**config.mk**
```make
export PLATFORM = sky130hd
export DESIGN_NAME = cart_bus_ctrl_flat
export DESIGN_NICKNAME = d
export VERILOG_FILES = /design/src/rtl/cart_bus_pkg.sv /design/src/rtl/cart_bus_if.sv /design/src/rtl/cart_bus_arb.sv /design/src/rtl/cart_bus_ctrl.sv /design/src/flat_wrapper.sv
export SDC_FILE = /design/constraint.sdc
export NUM_CORES = 1
export LEC_CHECK = 0
export CAP_MARGIN = 15
export CORE_MARGIN = 2
export CORE_UTILIZATION = 38
export CTS_CLUSTER_DIAMETER = 50
export CTS_CLUSTER_SIZE = 8
export DETAILED_ROUTE_END_ITERATION = 6
export PLACE_DENSITY = 0.89
export SLEW_MARGIN = 20
export SYNTH_ARGS = -nofsm -noshare
export SYNTH_HDL_FRONTEND = slang
export SYNTH_SLANG_ARGS = --single-unit
```
**constraint.sdc**
```tcl
create_clock -name clk -period 3.9 [get_ports clk]
set_clock_uncertainty 0.2 [all_clocks]
set_input_delay 0.585 -clock clk [delete_from_list [all_inputs] [get_ports clk]]
set_output_delay 0.585 -clock clk [all_outputs]
set_load 0.05 [all_outputs]
```
**src/rtl/cart_bus_pkg.sv**
```systemverilog
// Shared constants, types and width helpers for the cartridge-bus controller.
package cart_bus_pkg;

    localparam int unsigned AW_DEF     = 16;
    localparam int unsigned DW_DEF     = 8;
    localparam int unsigned NCH_DEF    = 2;
    localparam int unsigned PHASES_DEF = 4;

    // One requester's access at the default bus widths.
    typedef struct packed {
        logic              write;
        logic [AW_DEF-1:0] addr;
        logic [DW_DEF-1:0] wdata;
    } cart_req_t;

    // Bus-cycle ownership: idle during phase 0, busy from accept to wrap.
    typedef enum logic {
        ST_IDLE = 1'b0,
        ST_BUSY = 1'b1
    } bus_state_e;

    // Phase counter width, never narrower than one bit.
    function automatic int unsigned phase_width(input int unsigned phases);
        int unsigned w;
        w = 32'($clog2(phases));
        return (w < 1) ? 1 : w;
    endfunction

    // Requester index width, never narrower than one bit.
    function automatic int unsigned idx_width(input int unsigned n);
        int unsigned w;
        w = 32'($clog2(n));
        return (w < 1) ? 1 : w;
    endfunction

endpackage

```
**src/rtl/cart_bus_if.sv**
```systemverilog
// Requester-side and cartridge-pin signals of the bus controller.
interface cart_bus_if
    import cart_bus_pkg::*;
#(
    parameter int unsigned AW  = AW_DEF,
    parameter int unsigned DW  = DW_DEF,
    parameter int unsigned NCH = NCH_DEF,
    parameter int unsigned PW  = phase_width(PHASES_DEF)
);
    logic [NCH-1:0]    req;
    logic [NCH-1:0]    write;
    logic [NCH*AW-1:0] addr;
    logic [NCH*DW-1:0] wdata;
    logic [NCH-1:0]    grant;
    logic [NCH-1:0]    rvalid;
    logic [DW-1:0]     rdata;
    logic [PW-1:0]     t;
    logic              n_cart_clk;
    logic              cart_write;
    logic              cart_read;
    logic              cart_cs;
    logic [AW-1:0]     cart_addr;
    logic [DW-1:0]     cart_wdata;
    logic              cart_wdata_send;
    logic [DW-1:0]     cart_rdata;

    // Requesters and the cartridge model drive the controller's inputs.
    modport master (
        output req, write, addr, wdata, cart_rdata,
        input  grant, rvalid, rdata, t, n_cart_clk, cart_write, cart_read,
               cart_cs, cart_addr, cart_wdata, cart_wdata_send
    );

    // The controller itself.
    modport slave (
        input  req, write, addr, wdata, cart_rdata,
        output grant, rvalid, rdata, t, n_cart_clk, cart_write, cart_read,
               cart_cs, cart_addr, cart_wdata, cart_wdata_send
    );
endinterface

```
**src/rtl/cart_bus_arb.sv**
```systemverilog
// Fixed-priority arbiter: lowest set request index wins.
module cart_bus_arb
    import cart_bus_pkg::*;
#(
    parameter int unsigned NCH = NCH_DEF,
    parameter int unsigned IW  = idx_width(NCH_DEF)
) (
    input  logic [NCH-1:0] req_i,
    output logic [NCH-1:0] gnt_o,
    output logic [IW-1:0]  idx_o
);

    // Scan from the top down so the lowest requesting index is left standing.
    always_comb begin
        gnt_o = '0;
        idx_o = '0;
        for (int i = int'(NCH) - 1; i >= 0; i--) begin
            if (req_i[i]) begin
                gnt_o    = '0;
                gnt_o[i] = 1'b1;
                idx_o    = IW'(i);
            end
        end
    end

endmodule

```
**src/rtl/cart_bus_ctrl.sv**
```systemverilog
// Multi-requester cartridge-bus controller with its own M-cycle phase counter.
module cart_bus_ctrl
    import cart_bus_pkg::*;
#(
    parameter int unsigned AW        = AW_DEF,
    parameter int unsigned DW        = DW_DEF,
    parameter int unsigned NCH       = NCH_DEF,
    parameter int unsigned PHASES    = PHASES_DEF,
    parameter int unsigned WR_PHASE  = 2,
    parameter int unsigned RD_SAMPLE = 3
) (
    input  logic       clk,
    input  logic       reset,
    input  logic       cpu_en,
    cart_bus_if.slave  bus
);

    localparam int unsigned PW = phase_width(PHASES);
    localparam int unsigned IW = idx_width(NCH);

    // Reject parameter sets that would never pulse or sample.
    if (PHASES < 2) begin : g_bad_phases
        $error("cart_bus_ctrl: PHASES must be at least 2");
    end
    if (WR_PHASE < 1 || WR_PHASE > PHASES - 1) begin : g_bad_wr_phase
        $error("cart_bus_ctrl: WR_PHASE must lie in 1..PHASES-1");
    end
    if (RD_SAMPLE < 1 || RD_SAMPLE > PHASES - 1) begin : g_bad_rd_sample
        $error("cart_bus_ctrl: RD_SAMPLE must lie in 1..PHASES-1");
    end

    bus_state_e      state_q, state_d;
    logic [PW-1:0]   t_q, t_d;
    logic [IW-1:0]   owner_q, owner_d;
    logic            write_q, write_d;
    logic [AW-1:0]   addr_q, addr_d;
    logic [DW-1:0]   wdata_q, wdata_d;
    logic [DW-1:0]   rdata_q, rdata_d;
    logic [NCH-1:0]  rvalid_q, rvalid_d;

    logic [NCH-1:0]  arb_gnt;
    logic [IW-1:0]   arb_idx;
    logic            accept_c;
    logic            last_phase_c;
    logic            active_c;

    cart_bus_arb #(
        .NCH (NCH),
        .IW  (IW)
    ) u_arb (
        .req_i (bus.req),
        .gnt_o (arb_gnt),
        .idx_o (arb_idx)
    );

    assign last_phase_c = (t_q == PW'(PHASES - 1));
    assign active_c     = (state_q == ST_BUSY);
    assign accept_c     = cpu_en && (t_q == '0) && !active_c && (|bus.req);

    // State and datapath registers; everything freezes while cpu_en is low.
    always_ff @(posedge clk) begin
        if (reset) begin
            state_q  <= ST_IDLE;
            t_q      <= '0;
            owner_q  <= '0;
            write_q  <= 1'b0;
            addr_q   <= '0;
            wdata_q  <= '0;
            rdata_q  <= '0;
            rvalid_q <= '0;
        end else begin
            state_q  <= state_d;
            t_q      <= t_d;
            owner_q  <= owner_d;
            write_q  <= write_d;
            addr_q   <= addr_d;
            wdata_q  <= wdata_d;
            rdata_q  <= rdata_d;
            rvalid_q <= rvalid_d;
        end
    end

    // Phase advance, accept latching, read capture and cycle end.
    always_comb begin
        state_d  = state_q;
        t_d      = t_q;
        owner_d  = owner_q;
        write_d  = write_q;
        addr_d   = addr_q;
        wdata_d  = wdata_q;
        rdata_d  = rdata_q;
        rvalid_d = '0;

        if (cpu_en) begin
            t_d = last_phase_c ? '0 : t_q + PW'(1);
            case (state_q)
                ST_IDLE: begin
                    if (accept_c) begin
                        state_d = ST_BUSY;
                        owner_d = arb_idx;
                        write_d = bus.write[arb_idx];
                        addr_d  = bus.addr[32'(arb_idx) * AW +: AW];
                        wdata_d = bus.wdata[32'(arb_idx) * DW +: DW];
                    end
                end
                ST_BUSY: begin
                    if (!write_q && t_q == PW'(RD_SAMPLE)) begin
                        rdata_d  = bus.cart_rdata;
                        rvalid_d = NCH'(1) << owner_q;
                    end
                    if (last_phase_c) begin
                        state_d = ST_IDLE;
                    end
                end
                default: state_d = ST_IDLE;
            endcase
        end
    end

    // Bus pins decode straight from the held registers.
    assign bus.grant           = accept_c ? arb_gnt : '0;
    assign bus.rvalid          = rvalid_q;
    assign bus.rdata           = rdata_q;
    assign bus.t               = t_q;
    assign bus.n_cart_clk      = (t_q >= PW'(PHASES / 2));
    assign bus.cart_addr       = addr_q;
    assign bus.cart_wdata      = wdata_q;
    assign bus.cart_cs         = active_c && addr_q[AW-1];
    assign bus.cart_write      = active_c && write_q && (t_q == PW'(WR_PHASE));
    assign bus.cart_wdata_send = active_c && write_q;
    assign bus.cart_read       = !(active_c && write_q);

endmodule

```
**src/flat_wrapper.sv**
```systemverilog
// flat-port wrapper written by rule: the top's interface ports become plain ports
module cart_bus_ctrl_flat import cart_bus_pkg::*;
#(
    parameter int unsigned AW        = AW_DEF,
    parameter int unsigned DW        = DW_DEF,
    parameter int unsigned NCH       = NCH_DEF,
    parameter int unsigned PHASES    = PHASES_DEF,
    parameter int unsigned WR_PHASE  = 2,
    parameter int unsigned RD_SAMPLE = 3
)
  (clk, reset, cpu_en, bus_req, bus_write, bus_addr, bus_wdata, bus_cart_rdata, bus_grant, bus_rvalid, bus_rdata, bus_t, bus_n_cart_clk, bus_cart_write, bus_cart_read, bus_cart_cs, bus_cart_addr, bus_cart_wdata, bus_cart_wdata_send);
  cart_bus_if #(.AW(AW), .DW(DW), .NCH(NCH), .PW(2)) bus_i ();
  input  logic clk;
  input  logic reset;
  input  logic cpu_en;
  input wire logic [$bits(bus_i.req)-1:0] bus_req;
  input wire logic [$bits(bus_i.write)-1:0] bus_write;
  input wire logic [$bits(bus_i.addr)-1:0] bus_addr;
  input wire logic [$bits(bus_i.wdata)-1:0] bus_wdata;
  input wire logic [$bits(bus_i.cart_rdata)-1:0] bus_cart_rdata;
  output wire logic [$bits(bus_i.grant)-1:0] bus_grant;
  output wire logic [$bits(bus_i.rvalid)-1:0] bus_rvalid;
  output wire logic [$bits(bus_i.rdata)-1:0] bus_rdata;
  output wire logic [$bits(bus_i.t)-1:0] bus_t;
  output wire logic [$bits(bus_i.n_cart_clk)-1:0] bus_n_cart_clk;
  output wire logic [$bits(bus_i.cart_write)-1:0] bus_cart_write;
  output wire logic [$bits(bus_i.cart_read)-1:0] bus_cart_read;
  output wire logic [$bits(bus_i.cart_cs)-1:0] bus_cart_cs;
  output wire logic [$bits(bus_i.cart_addr)-1:0] bus_cart_addr;
  output wire logic [$bits(bus_i.cart_wdata)-1:0] bus_cart_wdata;
  output wire logic [$bits(bus_i.cart_wdata_send)-1:0] bus_cart_wdata_send;
  assign bus_i.req = bus_req;
  assign bus_i.write = bus_write;
  assign bus_i.addr = bus_addr;
  assign bus_i.wdata = bus_wdata;
  assign bus_i.cart_rdata = bus_cart_rdata;
  assign bus_grant = bus_i.grant;
  assign bus_rvalid = bus_i.rvalid;
  assign bus_rdata = bus_i.rdata;
  assign bus_t = bus_i.t;
  assign bus_n_cart_clk = bus_i.n_cart_clk;
  assign bus_cart_write = bus_i.cart_write;
  assign bus_cart_read = bus_i.cart_read;
  assign bus_cart_cs = bus_i.cart_cs;
  assign bus_cart_addr = bus_i.cart_addr;
  assign bus_cart_wdata = bus_i.cart_wdata;
  assign bus_cart_wdata_send = bus_i.cart_wdata_send;
  cart_bus_ctrl #(.AW(AW), .DW(DW), .NCH(NCH), .PHASES(PHASES), .WR_PHASE(WR_PHASE), .RD_SAMPLE(RD_SAMPLE)) u_core (.clk(clk), .reset(reset), .cpu_en(cpu_en), .bus(bus_i));
endmodule
```
==> results_dict.tcl, run 1 <==
set metrics [dict create \
    p_leak_uw 0.001043 \
    synthFlopType "dfxtp_1" \
    crit_arrival_ns 2.22 \
    setup_viol 0 \
    yosysSeqAreaShare_pct 46.09 \
    num_io_pins 106 \
    drive_gt1_share_pct 5.385 \
    clkSinkCount 39 \
    endpoint_kind "output pin" \
    yosys_register_bits 39 \
    crit_slowest_cell "clkdlybuf4s50_1" \
    grt_pass1_wl_um 7141 \
    worstHoldEndpoint "u_core.bus.rdata[3]$_SDFFE_PP0P_" \
    hold_path_startpoint "u_core.bus.rdata[3]$_SDFFE_PP0P_" \
    viasPerCell 4.913 \
    core_um2 4324 \
    rsz0062_at_grt "false" \
    dieHeight_um 70.77 \
    post-route-period-util_pct 77.16 \
    fp.dieW_um 70.77 \
    dieArea_um2 5008 \
    syn2layout_area_growth_pct 65.44 \
    synth_common_cells "39 x dfxtp_1, 26 x mux2i_1, 25 x o2bb2ai_1" \
    antenna_found_initial 0 \
    utilization_pct 64.81 \
    ys_async_sr_fraction_pct 0 \
    first_pass_iters 4 \
    p_per_area_nw_per_um2 340.0 \
    insertion_delay_ns 0.28 \
    netlist_area_um2 1694 \
    drc 0 \
    cts_post_setup_buffers_inserted 0 \
    required_ns 3.12 \
    synth-edff-count 0 \
    drtIter0Drc 57 \
    start_util_pct 39.18 \
    cp_cell_sequence "clkdlybuf4s50_1, and3_1, clkdlybuf4s50_1" \
    worst_pin_slew_ns 0.6804 \
    ctsResizeCount 0 \
    dpl.hpwl_um 3269 \
    cts-root-buf "clkbuf_8" \
    synth_top_area_share_pct 46.09 \
    tns_ns 0 \
    grt-ovfl-total 0 \
    outcome "finished clean" \
    regToRegStartpoint "u_core.bus.t[0]$_SDFFE_PP0P_" \
    drv_slew 0 \
    hold_buffers 0 \
    drt-total-wl_um 4308 \
    design_area_um2 2803 \
    syn-num-nets 222 \
    dp_cells 304 \
    routedWlPerCell_um 13.81 \
    h-tree-depth 2 \
    clockBufferDepth 2 \
    rr_worst_depth 5 \
    gp_congestion 0.7891 \
    min_period_ns 3.009 \
    setup_ws_ns 0.8908 \
    vdd_ir_drop_max_mv 0.2214 \
    whs_path_depth 2 \
    netlist_instances 156 \
    final-hold-violation-count 0 \
    cts_tree "yes" \
    synth.area.top_cells "dfxtp_1 46%, mux2i_1 15%, o2bb2ai_1 13%" \
    cp_common_cell "clkdlybuf4s50_1" \
    fin_cells 312 \
    slowest_delay_ns 0.80 \
    grt_max_degree 26 \
    nFillCells 378 \
    crit_family "buffers and inverters" \
    fmax_mhz 332.3 \
    post_synth_num_cell_types 26 \
    ant_nets 0 \
    gr-usage-all-layers_pct 17.51 \
    cap_viol_max_count 0 \
    yosysTopAreaCell "dfxtp_1" \
    synth_warnings 0 \
    synth_area_per_cell_um2 10.86 \
    diodes 0 \
    num_vias 1533 \
    cts_buffers 5 \
    hold_path_class "reg2reg" \
    post-place-ws_ns 0.8981 \
    crit_fanout 8 \
    rrSetupSlack_ns 2.00 \
    clkSlewWorstSetupHoldPaths_ns 0.07 \
    crit_buf_inv 2 \
    critPathLaunchType "input port" \
    num_rows 24 \
    fin_nets 325 \
    numPortBuffers 105 \
    critical_path_class "in2out" \
    relSlewSlack_pct 54.54 \
    grt_pass1_vias 1571 \
    placed_cell_area_um2 2721 \
    worstReg2RegEnd "u_core.bus.cart_addr[4]$_SDFFE_PP0P_" \
    synth.most_common_cell "dfxtp_1" \
]
## sequential cells by signal, summed over array words and instances, names as in the netlist
name and cells:
u_core.write_q 1, u_core.bus.cart_addr 16, u_core.owner_q 1, u_core.active_c 1, u_core.bus.rvalid 2, u_core.bus.cart_wdata 8
u_core.bus.rdata 8, u_core.bus.t 2
## cell families (layout without fill, tap and decap cells)
group	after synthesis	in the layout	synth area share, %
AOI/OAI and AO/OA	39	39	18.76
adders and majority gates	3	3	2.216
buffers and inverters	15	119	6.942
DFF	39	39	46.09
muxes	26	26	15.36
and+or+nand+nor	34	34	10.63
## placed cells by master, fill, tap and decap left out, types with 3 or more instances in the layout
cell	instances
a21oi_1	9
and3_1	4
clkbuf_8	5
clkdlybuf4s50_1	104
dfxtp_1	39
ha_1	3
inv_1	5
mux2i_1	26
nand2_1	18
nor2_1	3
o2bb2ai_1	25
## power breakdown
part	internal (uW)	leakage [uW]	switching [uW]	total, uW
clock	125	0.0000422	124	250
sequential	421	0.000318	14.9	436
combinational	125	0.000684	143	268
## tightest hold or removal path, stage by stage, from the launching register on
cell and delay, ns:
dfxtp_1 0.31, nand2_1 0.05, a21oi_1 0.05
## routing by layer
| layer | global-route usage, % | vias to the layer above | wire length, um |
|---|---|---|---|
| met4 | 4.822 | 0 | 33 |
| li1 | - | 769 | - |
| met2 | 31.67 | 57 | 2172 |
| met5 | 0 | - | 0 |
| met1 | 19.57 | 703 | 1732 |
| met3 | 5.840 | 4 | 370 |
## layout make-up
cell class | count | area (um2) | share of cell area (%)
clock inverter | 1 | 5.005 | 0.1786
multi-input combinational | 102 | 800.8 | 28.57
inverter | 5 | 18.77 | 0.6696
clock buffer | 7 | 76.32 | 2.723
timing repair buffer | 106 | 1056 | 37.68
sequential | 39 | 780.7 | 27.86
tap | 52 | 65.06 | 2.321
## through the flow
| step | power, uW | hold WS [ns] |
|---|---|---|
| after floorplan | 598.9 | 0.2055 |
| after detailed placement | 714.3 | 0.2421 |
| final | 953.0 | 0.2535 |
| after global placement | 709.6 | 0.2336 |
| after global routing | 1003 | 0.2749 |
| after CTS | 964.7 | 0.2556 |
## worst max-delay path by stage
stage / startpoint / endpoint / slack [ns] / depth (start not counted)
finish: cpu_en / bus_grant[0] / 0.89 / 3
global route: cpu_en / bus_grant[0] / 0.83 / 3
CTS: cpu_en / bus_grant[0] / 0.90 / 3
detailed placement: cpu_en / bus_grant[0] / 0.90 / 3
global placement: cpu_en / bus_grant[0] / 0.94 / 3
floorplan: u_core.bus.t[0]$_SDFFE_PP0P_ / bus_grant[0] / 1.62 / 4
No activity file was read; power rests on OpenSTA's default activity.
==> run 2: changes to the inputs <==
--- a/config.mk
+++ b/config.mk
@@ -7,11 +7,11 @@
 export LEC_CHECK = 0
 export CAP_MARGIN = 15
 export CORE_MARGIN = 2
-export CORE_UTILIZATION = 38
+export CORE_UTILIZATION = 33
 export CTS_CLUSTER_DIAMETER = 50
 export CTS_CLUSTER_SIZE = 8
 export DETAILED_ROUTE_END_ITERATION = 6
-export PLACE_DENSITY = 0.89
+export PLACE_DENSITY = 0.82
 export SLEW_MARGIN = 20
 export SYNTH_ARGS = -nofsm -noshare
 export SYNTH_HDL_FRONTEND = slang
==> constraint.sdc (replaced) <==
create_clock -name clk -period 2.64 [get_ports clk]
set_clock_uncertainty 0.2 [all_clocks]
set_input_delay 0.396 -clock clk [delete_from_list [all_inputs] [get_ports clk]]
set_output_delay 0.396 -clock clk [all_outputs]
set_load 0.05 [all_outputs]
==> run 2 against run 1 <==
Effect of this change:
- combinational power grew 50%
- critical path depth grew 1
- total power grew 51%
- design area grew 2.4%
- first-iteration DRC count shrank 47%
- critical endpoint is now bus_n_cart_clk
==> results_dict.tcl, run 2 (synthesis gave the netlist of run 1 again) <==
set metrics [dict create \
    relSlewSlack_pct 55.54 \
    diodes 0 \
    min_period_ns 2.527 \
    required_ns 2.04 \
    drt-total-wl_um 4382 \
    vdd_ir_drop_max_mv 0.2640 \
    cp_cell_sequence "inv_1, ha_1, or2_2, clkdlybuf4s50_1" \
    dpl.hpwl_um 3353 \
    h-tree-depth 2 \
    cts_buffers 5 \
    worstReg2RegEnd "u_core.bus.cart_addr[15]$_SDFFE_PP0P_" \
    grt_pass1_vias 1532 \
    setup_viol 0 \
    drc 0 \
    grt_pass1_wl_um 6851 \
    core_um2 5042 \
    rr_worst_depth 5 \
    dieArea_um2 5723 \
    post-place-ws_ns 0.3532 \
    drtIter0Drc 30 \
    crit_slowest_cell "clkdlybuf4s50_1" \
    startpoint "u_core.bus.t[0]$_SDFFE_PP0P_" \
    p_per_area_nw_per_um2 501.4 \
    clkSinkCount 39 \
    insertion_delay_ns 0.29 \
    fin_nets 327 \
    critPathLaunchType "flip-flop" \
    layout_common_cells "103 x clkdlybuf4s50_1, 39 x dfxtp_1, 26 x mux2i_1" \
    clkSlewWorstSetupHoldPaths_ns 0.07 \
    rrSetupSlack_ns 0.78 \
    num_io_pins 106 \
    ant_nets 0 \
    numPortBuffers 105 \
    slowest_delay_ns 0.70 \
    outcome "finished clean" \
    drv_slew 0 \
    ctsResizeCount 0 \
    crit_arrival_ns 1.93 \
    endpoint "bus_n_cart_clk" \
    start_util_pct 33.60 \
    layout_commonest_cell "clkdlybuf4s50_1" \
    grt_max_degree 26 \
    routedWlPerCell_um 13.24 \
    p_leak_uw 0.001066 \
    cts-root-buf "clkbuf_8" \
    hold_path_startpoint "u_core.owner_q$_SDFFE_PP0P_" \
    viasPerCell 4.610 \
    gr-usage-all-layers_pct 15.82 \
    hold_path_class "reg2reg" \
    num_vias 1526 \
    critical_path_class "reg2out" \
    post-route-period-util_pct 95.73 \
    fmax_mhz 395.7 \
    gp_congestion 0.6785 \
    dieHeight_um 75.65 \
    cap_viol_max_count 0 \
    first_pass_iters 2 \
    antenna_found_initial 0 \
    crit_fanout 5 \
    clockBufferDepth 2 \
    setup_ws_ns 0.1129 \
    nFillCells 456 \
    fp.dieW_um 75.65 \
    num_rows 26 \
    largest_register_ffs 16 \
    total_power_uw 1438 \
    drive_gt1_share_pct 6.897 \
    hold_buffers 0 \
    cts_tree "yes" \
    syn2layout_area_growth_pct 69.35 \
    regToRegStartpoint "u_core.bus.t[0]$_SDFFE_PP0P_" \
    cts_post_setup_buffers_inserted 0 \
    rsz0062_at_grt "false" \
    grt-ovfl-total 0 \
    tns_ns 0 \
    endpoint_kind "output pin" \
    final-hold-violation-count 0 \
    worst_pin_slew_ns 0.6654 \
]
[run 2: cell types whose count changed in the layout (fill, tap and decap cells not counted), sizes merged]
cell | before | now
clkbuf | 7 | 6
buf | 2 | 5
clkdlybuf4s50 | 104 | 103
[run 2: area by class of cell]
class                      count  area (um2)  share of cell area [%]
timing repair buffer         108        1094                   38.12
multi-input combinational    102       800.8                   27.91
sequential                    39       780.7                   27.21
tap                           70       87.58                   3.053
clock buffer                   6       82.58                   2.878
inverter                       5       18.77                  0.6542
clock inverter                 1       5.005                  0.1744
[run 2: stage by stage]
stage	cells	utilization, %	hold slack (ns)	cell area, um2
floorplan	156	-	0.2055	1694
global placement	324	55.16	0.2419	2781
detailed placement	324	55.16	0.2305	2781
CTS	331	56.90	0.2456	2869
global route	331	56.90	0.2668	2869
finish	331	56.90	0.2435	2869
[run 2: worst max-delay path, delay by kind of cell, from the launching register on]
family	cells	cell delay [ns]
buf+inv	2	0.78
fa+ha+maj	1	0.20
simple gates	1	0.27
flops	1	0.39
[run 2: routing by layer]
layer | track usage (%) | wire, um
met2 | 27.54 | 2095
met1 | 18.14 | 1841
met4 | 5.263 | 56
met3 | 5.423 | 389
met5 | 0 | 0
[run 2: how the worst min path moves through the flow]
stage                                      endpoint  slack [ns]  cells after the start
floorplan           u_core.bus.rvalid[0]$_SDFF_PP0_        0.21                      1
global placement    u_core.bus.rvalid[0]$_SDFF_PP0_        0.24                      1
detailed placement  u_core.bus.rvalid[0]$_SDFF_PP0_        0.23                      1
CTS                 u_core.bus.rvalid[0]$_SDFF_PP0_        0.25                      1
global route        u_core.bus.rvalid[0]$_SDFF_PP0_        0.27                      1
finish              u_core.bus.rvalid[0]$_SDFF_PP0_        0.24                      1
[run 2: power by group]
part           internal, uW  switching (uW)  leakage [uW]
clock                   205             188     0.0000470
combinational           190             212      0.000701
sequential              622            22.3      0.000318
